$ cat src/rtl/uart_rx_ctrl_if.sv
// Bundle of the UART receive controller's line, configuration, sampler and result signals.
// err_cnt exists only when UART_RX_ERR_CNT_EN is defined.
interface uart_rx_ctrl_if #(
    parameter int unsigned WIDTH      = 6,
    parameter int unsigned DATA_WIDTH = 8
);
    logic                  RX_IN;
    logic [WIDTH-1:0]      Prescale;
    logic                  PAR_EN;
    logic                  PAR_TYP;
    logic                  sampled_bit;
    logic [WIDTH-1:0]      edge_cnt;
    logic [3:0]            bit_cnt;
    logic                  dat_samp_en;
    logic [DATA_WIDTH-1:0] P_DATA;
    logic                  data_valid;
    logic                  par_err;
    logic                  stop_err;
`ifdef UART_RX_ERR_CNT_EN
    logic [7:0]            err_cnt;

    modport master (
        output RX_IN, Prescale, PAR_EN, PAR_TYP, sampled_bit,
        input  edge_cnt, bit_cnt, dat_samp_en, P_DATA, data_valid, par_err, stop_err, err_cnt
    );
    modport slave (
        input  RX_IN, Prescale, PAR_EN, PAR_TYP, sampled_bit,
        output edge_cnt, bit_cnt, dat_samp_en, P_DATA, data_valid, par_err, stop_err, err_cnt
    );
`else
    modport master (
        output RX_IN, Prescale, PAR_EN, PAR_TYP, sampled_bit,
        input  edge_cnt, bit_cnt, dat_samp_en, P_DATA, data_valid, par_err, stop_err
    );
    modport slave (
        input  RX_IN, Prescale, PAR_EN, PAR_TYP, sampled_bit,
        output edge_cnt, bit_cnt, dat_samp_en, P_DATA, data_valid, par_err, stop_err
    );
`endif
endinterface

$ cat src/rtl/uart_rx_ctrl.sv
// UART receive frame controller: start/data/parity/stop sequencing on oversampled bit decisions.
// Define UART_RX_ERR_CNT_EN to add a saturating 8-bit count of errored frames on err_cnt.
module uart_rx_ctrl #(
    parameter int unsigned WIDTH      = 6,
    parameter int unsigned DATA_WIDTH = 8
) (
    input  logic          clk,
    input  logic          RST,
    uart_rx_ctrl_if.slave bus
);
    localparam int unsigned BCW = 4;

    typedef enum logic [2:0] {
        S_IDLE,
        S_START,
        S_DATA,
        S_PARITY,
        S_STOP
    } state_t;

    state_t                r_state, w_state_nxt;
    logic [WIDTH-1:0]      r_edge_cnt, w_edge_nxt;
    logic [WIDTH-1:0]      r_presc, w_presc_nxt;
    logic [BCW-1:0]        r_bit_cnt, w_bit_nxt;
    logic [DATA_WIDTH-1:0] r_pdata, w_pdata_nxt;
    logic                  r_dv, w_dv_nxt;
    logic                  r_par_err, w_par_err_nxt;
    logic                  r_stop_err, w_stop_err_nxt;
    logic                  r_par_en, w_par_en_nxt;
    logic                  r_par_typ, w_par_typ_nxt;
    logic                  r_samp_en;
    logic                  w_dp;

    // Decision point: last oversample edge of the current bit
    assign w_dp = (r_edge_cnt == WIDTH'(r_presc - WIDTH'(1)));

    always_comb begin
        w_state_nxt    = r_state;
        w_edge_nxt     = r_edge_cnt;
        w_bit_nxt      = r_bit_cnt;
        w_presc_nxt    = r_presc;
        w_pdata_nxt    = r_pdata;
        w_dv_nxt       = 1'b0;
        w_par_err_nxt  = r_par_err;
        w_stop_err_nxt = r_stop_err;
        w_par_en_nxt   = r_par_en;
        w_par_typ_nxt  = r_par_typ;

        if (r_state != S_IDLE) begin
            w_edge_nxt = w_dp ? '0 : WIDTH'(r_edge_cnt + WIDTH'(1));
            w_bit_nxt  = w_dp ? BCW'(r_bit_cnt + BCW'(1)) : r_bit_cnt;
        end

        case (r_state)
            S_IDLE: begin
                if (!bus.RX_IN) begin
                    w_state_nxt    = S_START;
                    w_edge_nxt     = '0;
                    w_bit_nxt      = '0;
                    w_presc_nxt    = bus.Prescale;
                    w_par_en_nxt   = bus.PAR_EN;
                    w_par_typ_nxt  = bus.PAR_TYP;
                    w_par_err_nxt  = 1'b0;
                    w_stop_err_nxt = 1'b0;
                end
            end
            S_START: begin
                if (w_dp) begin
                    if (bus.sampled_bit) begin
                        w_state_nxt = S_IDLE;
                        w_edge_nxt  = '0;
                        w_bit_nxt   = '0;
                    end else begin
                        w_state_nxt = S_DATA;
                    end
                end
            end
            S_DATA: begin
                if (w_dp) begin
                    // LSB arrives first, so each new bit enters at the MSB and shifts right
                    w_pdata_nxt = DATA_WIDTH'({bus.sampled_bit, r_pdata} >> 1);
                    if (r_bit_cnt == BCW'(DATA_WIDTH)) begin
                        w_state_nxt = r_par_en ? S_PARITY : S_STOP;
                    end
                end
            end
            S_PARITY: begin
                if (w_dp) begin
                    if (bus.sampled_bit != ((^r_pdata) ^ r_par_typ)) begin
                        w_par_err_nxt = 1'b1;
                    end
                    w_state_nxt = S_STOP;
                end
            end
            S_STOP: begin
                if (w_dp) begin
                    w_stop_err_nxt = ~bus.sampled_bit;
                    w_dv_nxt       = bus.sampled_bit & ~r_par_err;
                    w_state_nxt    = S_IDLE;
                    w_edge_nxt     = '0;
                    w_bit_nxt      = '0;
                end
            end
            default: begin
                w_state_nxt = S_IDLE;
                w_edge_nxt  = '0;
                w_bit_nxt   = '0;
            end
        endcase
    end

    always_ff @(posedge clk or negedge RST) begin
        if (!RST) begin
            r_state    <= S_IDLE;
            r_edge_cnt <= '0;
            r_bit_cnt  <= '0;
            r_presc    <= '0;
            r_pdata    <= '0;
            r_dv       <= 1'b0;
            r_par_err  <= 1'b0;
            r_stop_err <= 1'b0;
            r_par_en   <= 1'b0;
            r_par_typ  <= 1'b0;
            r_samp_en  <= 1'b0;
        end else begin
            r_state    <= w_state_nxt;
            r_edge_cnt <= w_edge_nxt;
            r_bit_cnt  <= w_bit_nxt;
            r_presc    <= w_presc_nxt;
            r_pdata    <= w_pdata_nxt;
            r_dv       <= w_dv_nxt;
            r_par_err  <= w_par_err_nxt;
            r_stop_err <= w_stop_err_nxt;
            r_par_en   <= w_par_en_nxt;
            r_par_typ  <= w_par_typ_nxt;
            r_samp_en  <= (w_state_nxt != S_IDLE);
        end
    end

`ifdef UART_RX_ERR_CNT_EN
    logic [7:0] r_err_cnt;
    logic       w_frame_err;

    // A frame ends errored at the stop decision if either flag will be set
    assign w_frame_err = (r_state == S_STOP) && w_dp && (!bus.sampled_bit || r_par_err);

    always_ff @(posedge clk or negedge RST) begin
        if (!RST) begin
            r_err_cnt <= 8'd0;
        end else if (w_frame_err && (r_err_cnt != 8'hFF)) begin
            r_err_cnt <= r_err_cnt + 8'd1;
        end
    end

    assign bus.err_cnt = r_err_cnt;
`endif

    assign bus.edge_cnt    = r_edge_cnt;
    assign bus.bit_cnt     = r_bit_cnt;
    assign bus.dat_samp_en = r_samp_en;
    assign bus.P_DATA      = r_pdata;
    assign bus.data_valid  = r_dv;
    assign bus.par_err     = r_par_err;
    assign bus.stop_err    = r_stop_err;
endmodule

$ cat src/flat_wrapper.sv
// flat-port wrapper written by rule: the top's interface ports become plain ports
module uart_rx_ctrl_flat 
#(
    parameter int unsigned WIDTH      = 6,
    parameter int unsigned DATA_WIDTH = 8
)
  (clk, RST, bus_RX_IN, bus_Prescale, bus_PAR_EN, bus_PAR_TYP, bus_sampled_bit, bus_edge_cnt, bus_bit_cnt, bus_dat_samp_en, bus_P_DATA, bus_data_valid, bus_par_err, bus_stop_err);
  uart_rx_ctrl_if #(.WIDTH(WIDTH), .DATA_WIDTH(DATA_WIDTH)) bus_i ();
  input  logic clk;
  input  logic RST;
  input wire logic [$bits(bus_i.RX_IN)-1:0] bus_RX_IN;
  input wire logic [$bits(bus_i.Prescale)-1:0] bus_Prescale;
  input wire logic [$bits(bus_i.PAR_EN)-1:0] bus_PAR_EN;
  input wire logic [$bits(bus_i.PAR_TYP)-1:0] bus_PAR_TYP;
  input wire logic [$bits(bus_i.sampled_bit)-1:0] bus_sampled_bit;
  output wire logic [$bits(bus_i.edge_cnt)-1:0] bus_edge_cnt;
  output wire logic [$bits(bus_i.bit_cnt)-1:0] bus_bit_cnt;
  output wire logic [$bits(bus_i.dat_samp_en)-1:0] bus_dat_samp_en;
  output wire logic [$bits(bus_i.P_DATA)-1:0] bus_P_DATA;
  output wire logic [$bits(bus_i.data_valid)-1:0] bus_data_valid;
  output wire logic [$bits(bus_i.par_err)-1:0] bus_par_err;
  output wire logic [$bits(bus_i.stop_err)-1:0] bus_stop_err;
  assign bus_i.RX_IN = bus_RX_IN;
  assign bus_i.Prescale = bus_Prescale;
  assign bus_i.PAR_EN = bus_PAR_EN;
  assign bus_i.PAR_TYP = bus_PAR_TYP;
  assign bus_i.sampled_bit = bus_sampled_bit;
  assign bus_edge_cnt = bus_i.edge_cnt;
  assign bus_bit_cnt = bus_i.bit_cnt;
  assign bus_dat_samp_en = bus_i.dat_samp_en;
  assign bus_P_DATA = bus_i.P_DATA;
  assign bus_data_valid = bus_i.data_valid;
  assign bus_par_err = bus_i.par_err;
  assign bus_stop_err = bus_i.stop_err;
  uart_rx_ctrl #(.WIDTH(WIDTH), .DATA_WIDTH(DATA_WIDTH)) u_core (.clk(clk), .RST(RST), .bus(bus_i));
endmodule
$ cat config.mk
export PLATFORM = sky130hd
export DESIGN_NAME = uart_rx_ctrl_flat
export DESIGN_NICKNAME = d
export VERILOG_FILES = /design/src/rtl/uart_rx_ctrl_if.sv /design/src/rtl/uart_rx_ctrl.sv /design/src/flat_wrapper.sv
export SDC_FILE = /design/constraint.sdc
export NUM_CORES = 1
export LEC_CHECK = 0
export BUFFER_PORTS_ARGS = -buffer_cell sky130_fd_sc_hd__buf_4
export CAP_MARGIN = 10
export CELL_PAD_IN_SITES_DETAIL_PLACEMENT = 1
export CELL_PAD_IN_SITES_GLOBAL_PLACEMENT = 1
export CORE_MARGIN = 2
export CORE_UTILIZATION = 38
export DETAILED_ROUTE_END_ITERATION = 12
export GPL_TIMING_DRIVEN = 0
export PLACE_DENSITY = 0.78
export SKIP_CTS_REPAIR_TIMING = 1
export SLEW_MARGIN = 30
export SYNTH_ARGS = -nofsm -noshare
export SYNTH_HDL_FRONTEND = slang
export SYNTH_SLANG_ARGS = --single-unit
$ cat constraint.sdc
create_clock -name clk -period 2.7 [get_ports clk]
set_input_delay 0.405 -clock clk [delete_from_list [all_inputs] [get_ports clk]]
set_output_delay 0.405 -clock clk [all_outputs]
set_load 0.005 [all_outputs]
==> impl.org <==
** Flow run
- Max-Cap Viols :: 0

** Critical path
- Data on the critical path is required at its endpoint by 2.87 ns.
- Along the worst path, the maximum fanout reaches 10.
- STA classifies the critical path endpoint as a flip-flop.
- Beginning of the critical path :: u_core.r_presc[1]$_DFFE_PN0P_
- Crit-path cells :: inv_1 > ha_2 > nor2b_1 > or3_1 > a31oi_2 > and2_1 > buf_6 > inv_4 > buf_6 > ha_1 > nand2_1 > o31ai_1 > a22o_1 > a31o_2
- On the worst path, the slowest cell contributes a delay of 0.38 ns.
- Among the stages of the critical path, the cell type that occurs most often is sky130_fd_sc_hd__buf_6.
- In this run the critical register-to-register path is launched from u_core.r_presc[1]$_DFFE_PN0P_.
- STA classifies the critical path startpoint as a flip-flop.
- Slowest cell on the critical path :: sky130_fd_sc_hd__dfrtp_1
- Worst setup path category :: reg -> reg
- CP Data Arrival Time :: ~2.8 ns

** Timing
- Max Clock Skew :: 0.01189 ns
- Max Slew Vio Count :: 0
- Number of endpoints with negative hold slack in the final report :: 0
- After routing, the total negative slack on setup checks comes to 0 ns.
- Period minus WS final :: about 2.6 ns
- Setup violations remaining at the end of the flow were counted as 0.
- Transition at the pin with the smallest max-transition slack :: between 0.5 and 0.6 ns
- The worst pin sits at a relative slew slack of 0.6502.
- In the post-route analysis, the smallest setup slack over all paths is about 0.080 ns.
- Across all hold checks on the routed design, the worst slack comes to ~0.060 ns.
- Post-route clock period utilization :: 0.9705
- Timing would allow up to about 380 MHz.

** Detailed routing
- Summed over all layers, the routed wires come to about 4600 um.
- Initial detailed-routing violation count :: between 40 and 50
- Final antenna-violating net count :: 0
- The routed layout has between 1.5k and 2k vias.
- For this run, design rule violations remaining after detail routing come to 0.
- After detailed routing, the average wire length per cell comes to around 15 um.
- First-pass detailed-route iteration total :: 4
- Routed vias/inst :: 5.290

** Layout
- Counting the fill cells in the layout gives about 560.
- Area growth, synth to finish :: 27.31%
- Final design utilization :: 0.5001
- Commonest non-fill, non-tap cells in the layout :: sky130_fd_sc_hd__buf_4, sky130_fd_sc_hd__dfrtp_1, sky130_fd_sc_hd__nand2_1
- The number of antenna diodes in the final layout is 0.
- Filler-free cell count of the finished design :: slightly below 300
- Final nets :: around 250
- Final Cell Area :: between 2000 and 2500 um^2
- Leaving out fill and tap cells, the most frequent cell in the layout is sky130_fd_sc_hd__buf_4.
- In the final layout, the share of cells above drive strength 1 is 0.3043.

** Clock tree
- At the later pin of the worst-skew pair, clock insertion delay measures roughly 0.29 ns.
- The clock passes through at most 2 buffers.
- Clock root buffer :: sky130_fd_sc_hd__clkbuf_8
- In this run, CTS created clock tree buffers numbering 5.
- TritonCTS built the clock tree.
- The H-tree generated during clock tree synthesis spans 2 levels.
- After clock tree synthesis, the clock-pin slew on the worst setup and hold paths is approximately 0.080 ns.
- Number of clock sinks seen by CTS :: 33

** Floorplan
- Total number of placement rows :: 25
- For this configuration, the core starts out at a cell density of 0.3928.
- Number of top-level design ports :: 34
- Width of the die :: around 74 um
- The floorplan step defined a die boundary enclosing between 5000 and 6000 um^2.
- Core region area :: approximately 4700 um^2
- Height of the chip :: 73.88 um

** Synthesis
- Of the total synthesized cell area, the portion taken by XOR and XNOR cells is 0.08968.
- Proportion of synthesized area in mux cells :: 0.1011
- Of the total synthesized cell area, the portion taken by AND, OR, NAND and NOR gates is 0.1780.
- Post-synth cell types :: 39
- Number of synthesis warnings :: 0
- Of the synthesized area, sequential elements account for 0.4450.
- Gate count after technology mapping :: roughly 180
- The share of synthesized area in the top cell type comes to 0.4450.
- Number of flops mapped to enable cells by yosys :: 0
- For this run, the leading register cell type out of synthesis is sky130_fd_sc_hd__dfrtp_1.
- Of the total synthesized cell area, the portion taken by full adders, half adders and majority gates is 0.03372.
- Synthesized cell area :: roughly 1900 um^2
- Largest family of logic cells by synthesized area :: simple AND/OR/NAND/NOR gates
- Area contributors post-synth :: sky130_fd_sc_hd__dfrtp_1, sky130_fd_sc_hd__mux2_4, sky130_fd_sc_hd__xnor2_1, sky130_fd_sc_hd__nand2_1, sky130_fd_sc_hd__mux2_2
- Fraction of the mapped netlist area in compound gates :: 0.1106
- Syn_nets :: 201
- The synthesized design contains 33 register bits.
- Post-synth ARST share :: 1.000
- Each instance of the synthesized netlist takes up on average 10.08 um^2.
- Cell type with the highest aggregate area in the netlist :: sky130_fd_sc_hd__dfrtp_1

** Place
- Port Buffer Count :: 33
- After detailed placement, the design holds a cell count of 284.
- In this run the cell area measured after placement is 2187 um^2.
- Prior to clock tree synthesis, the placed netlist has a worst setup slack of -0.2673 ns.
- Gp weighted congestion :: 0.8403
- Detailed placement finished with a half-perimeter wire length of 3184 um.

** Global routing
- The first global-routing pass estimated 7514 um of wire.
- Via count of the first global-routing pass :: roughly 1.5k
- Total GRT Usage :: 0.1832
- Initial antenna violation count :: 0
- Sum of overflow across all layers after global routing :: 0
- Maximum number of pins on one net before global-route repair :: 34

** Power
- The analysis attributes to cell leakage a power of roughly 1.1 nW.
- The design draws 2.465 mW.
- Areal power density over the cells :: 1043 nW/um^2
- VDD sags by at most 0.3399 mV.

** Hold path
- The path class of the tightest hold or removal check is in -> async.

** Run status
- The run finished with clean final reports.
-- critical path, delay by kind of cell (launching register included) --
family	cells	cell delay (ns)
flip-flops	1	0.38
AO/OA/AOI/OAI	4	0.67
buffers and inverters	4	0.38
AND/OR/NAND/NOR	4	0.71
adder cells (fa/ha/maj)	2	0.37
-- sequential cells by signal (all words and copies together) (netlist names) --
name                    count
u_core.bus.edge_cnt         6
u_core.bus.data_valid       1
u_core.r_state              3
u_core.bus.P_DATA           8
u_core.r_par_typ            1
u_core.bus.par_err          1
u_core.bus.dat_samp_en      1
u_core.r_par_en             1
u_core.bus.stop_err         1
u_core.r_presc              6
u_core.bus.bit_cnt          4
-- area by class of cell --
cell class | instances | area (um^2) | area share
multi-input cells | 135 | 965.9 | 0.4089
flip-flops and latches | 33 | 825.8 | 0.3496
repair buffers | 38 | 285.3 | 0.1208
clock buffers | 7 | 86.33 | 0.03655
well taps | 67 | 83.83 | 0.03549
plain buffers | 8 | 52.55 | 0.02225
inverters | 8 | 32.53 | 0.01377
clock inverters | 1 | 30.03 | 0.01271
-- per-layer routing --
metal  GRT usage  vias to the layer above  routed length (um)
met5           0                        -                   0
met4     0.07273                        0                  87
met3     0.04252                       10                 237
met2      0.2956                       48                2272
met1      0.2365                      773                1987
li1            -                      740                   -
-- synthesized netlist by cell type, drive strengths merged (2+ instances only) --
master	count
mux2	14
and2	2
nor2b	2
nand2b	2
nor3	6
a21oi	4
clkbuf	5
buf	3
a31oi	4
nand4	2
nor4b	2
ha	5
a22o	2
nand3	4
o31ai	3
inv	8
or3	4
xnor2	13
xor2	6
nand2	22
dfrtp	33
o21ai	9
nor2	15
a211oi	4
-- power by group --
group / total [mW] / internal [mW] / switching, mW
sequential: 0.844 / 0.655 / 0.190
combinational: 1.14 / 0.589 / 0.549
clock: 0.482 / 0.301 / 0.181
-- worst paths after layout --
path                                               endpoint  slack (ns)  depth (start not counted)
max in group asynchronous       u_core.r_par_en$_DFFE_PN0P_        2.33                          1
setup / recovery            u_core.bus.bit_cnt[0]$_DFF_PN0_        0.08                         14
hold reg to reg             u_core.bus.data_valid$_DFF_PN0_        0.50                          1
min in group clk              u_core.r_presc[1]$_DFFE_PN0P_        0.32                          3
hold / removal             u_core.bus.edge_cnt[3]$_DFF_PN0_        0.06                          1
setup reg to reg            u_core.bus.bit_cnt[0]$_DFF_PN0_        0.08                         14
-- cells by family after synthesis --
family,Yosys count
flops,33
xor+xnor,19
mux,14
buf+inv,16
compound gates,31
simple gates,66
fa+ha+maj,5
Power figures use the tool's default switching activity.
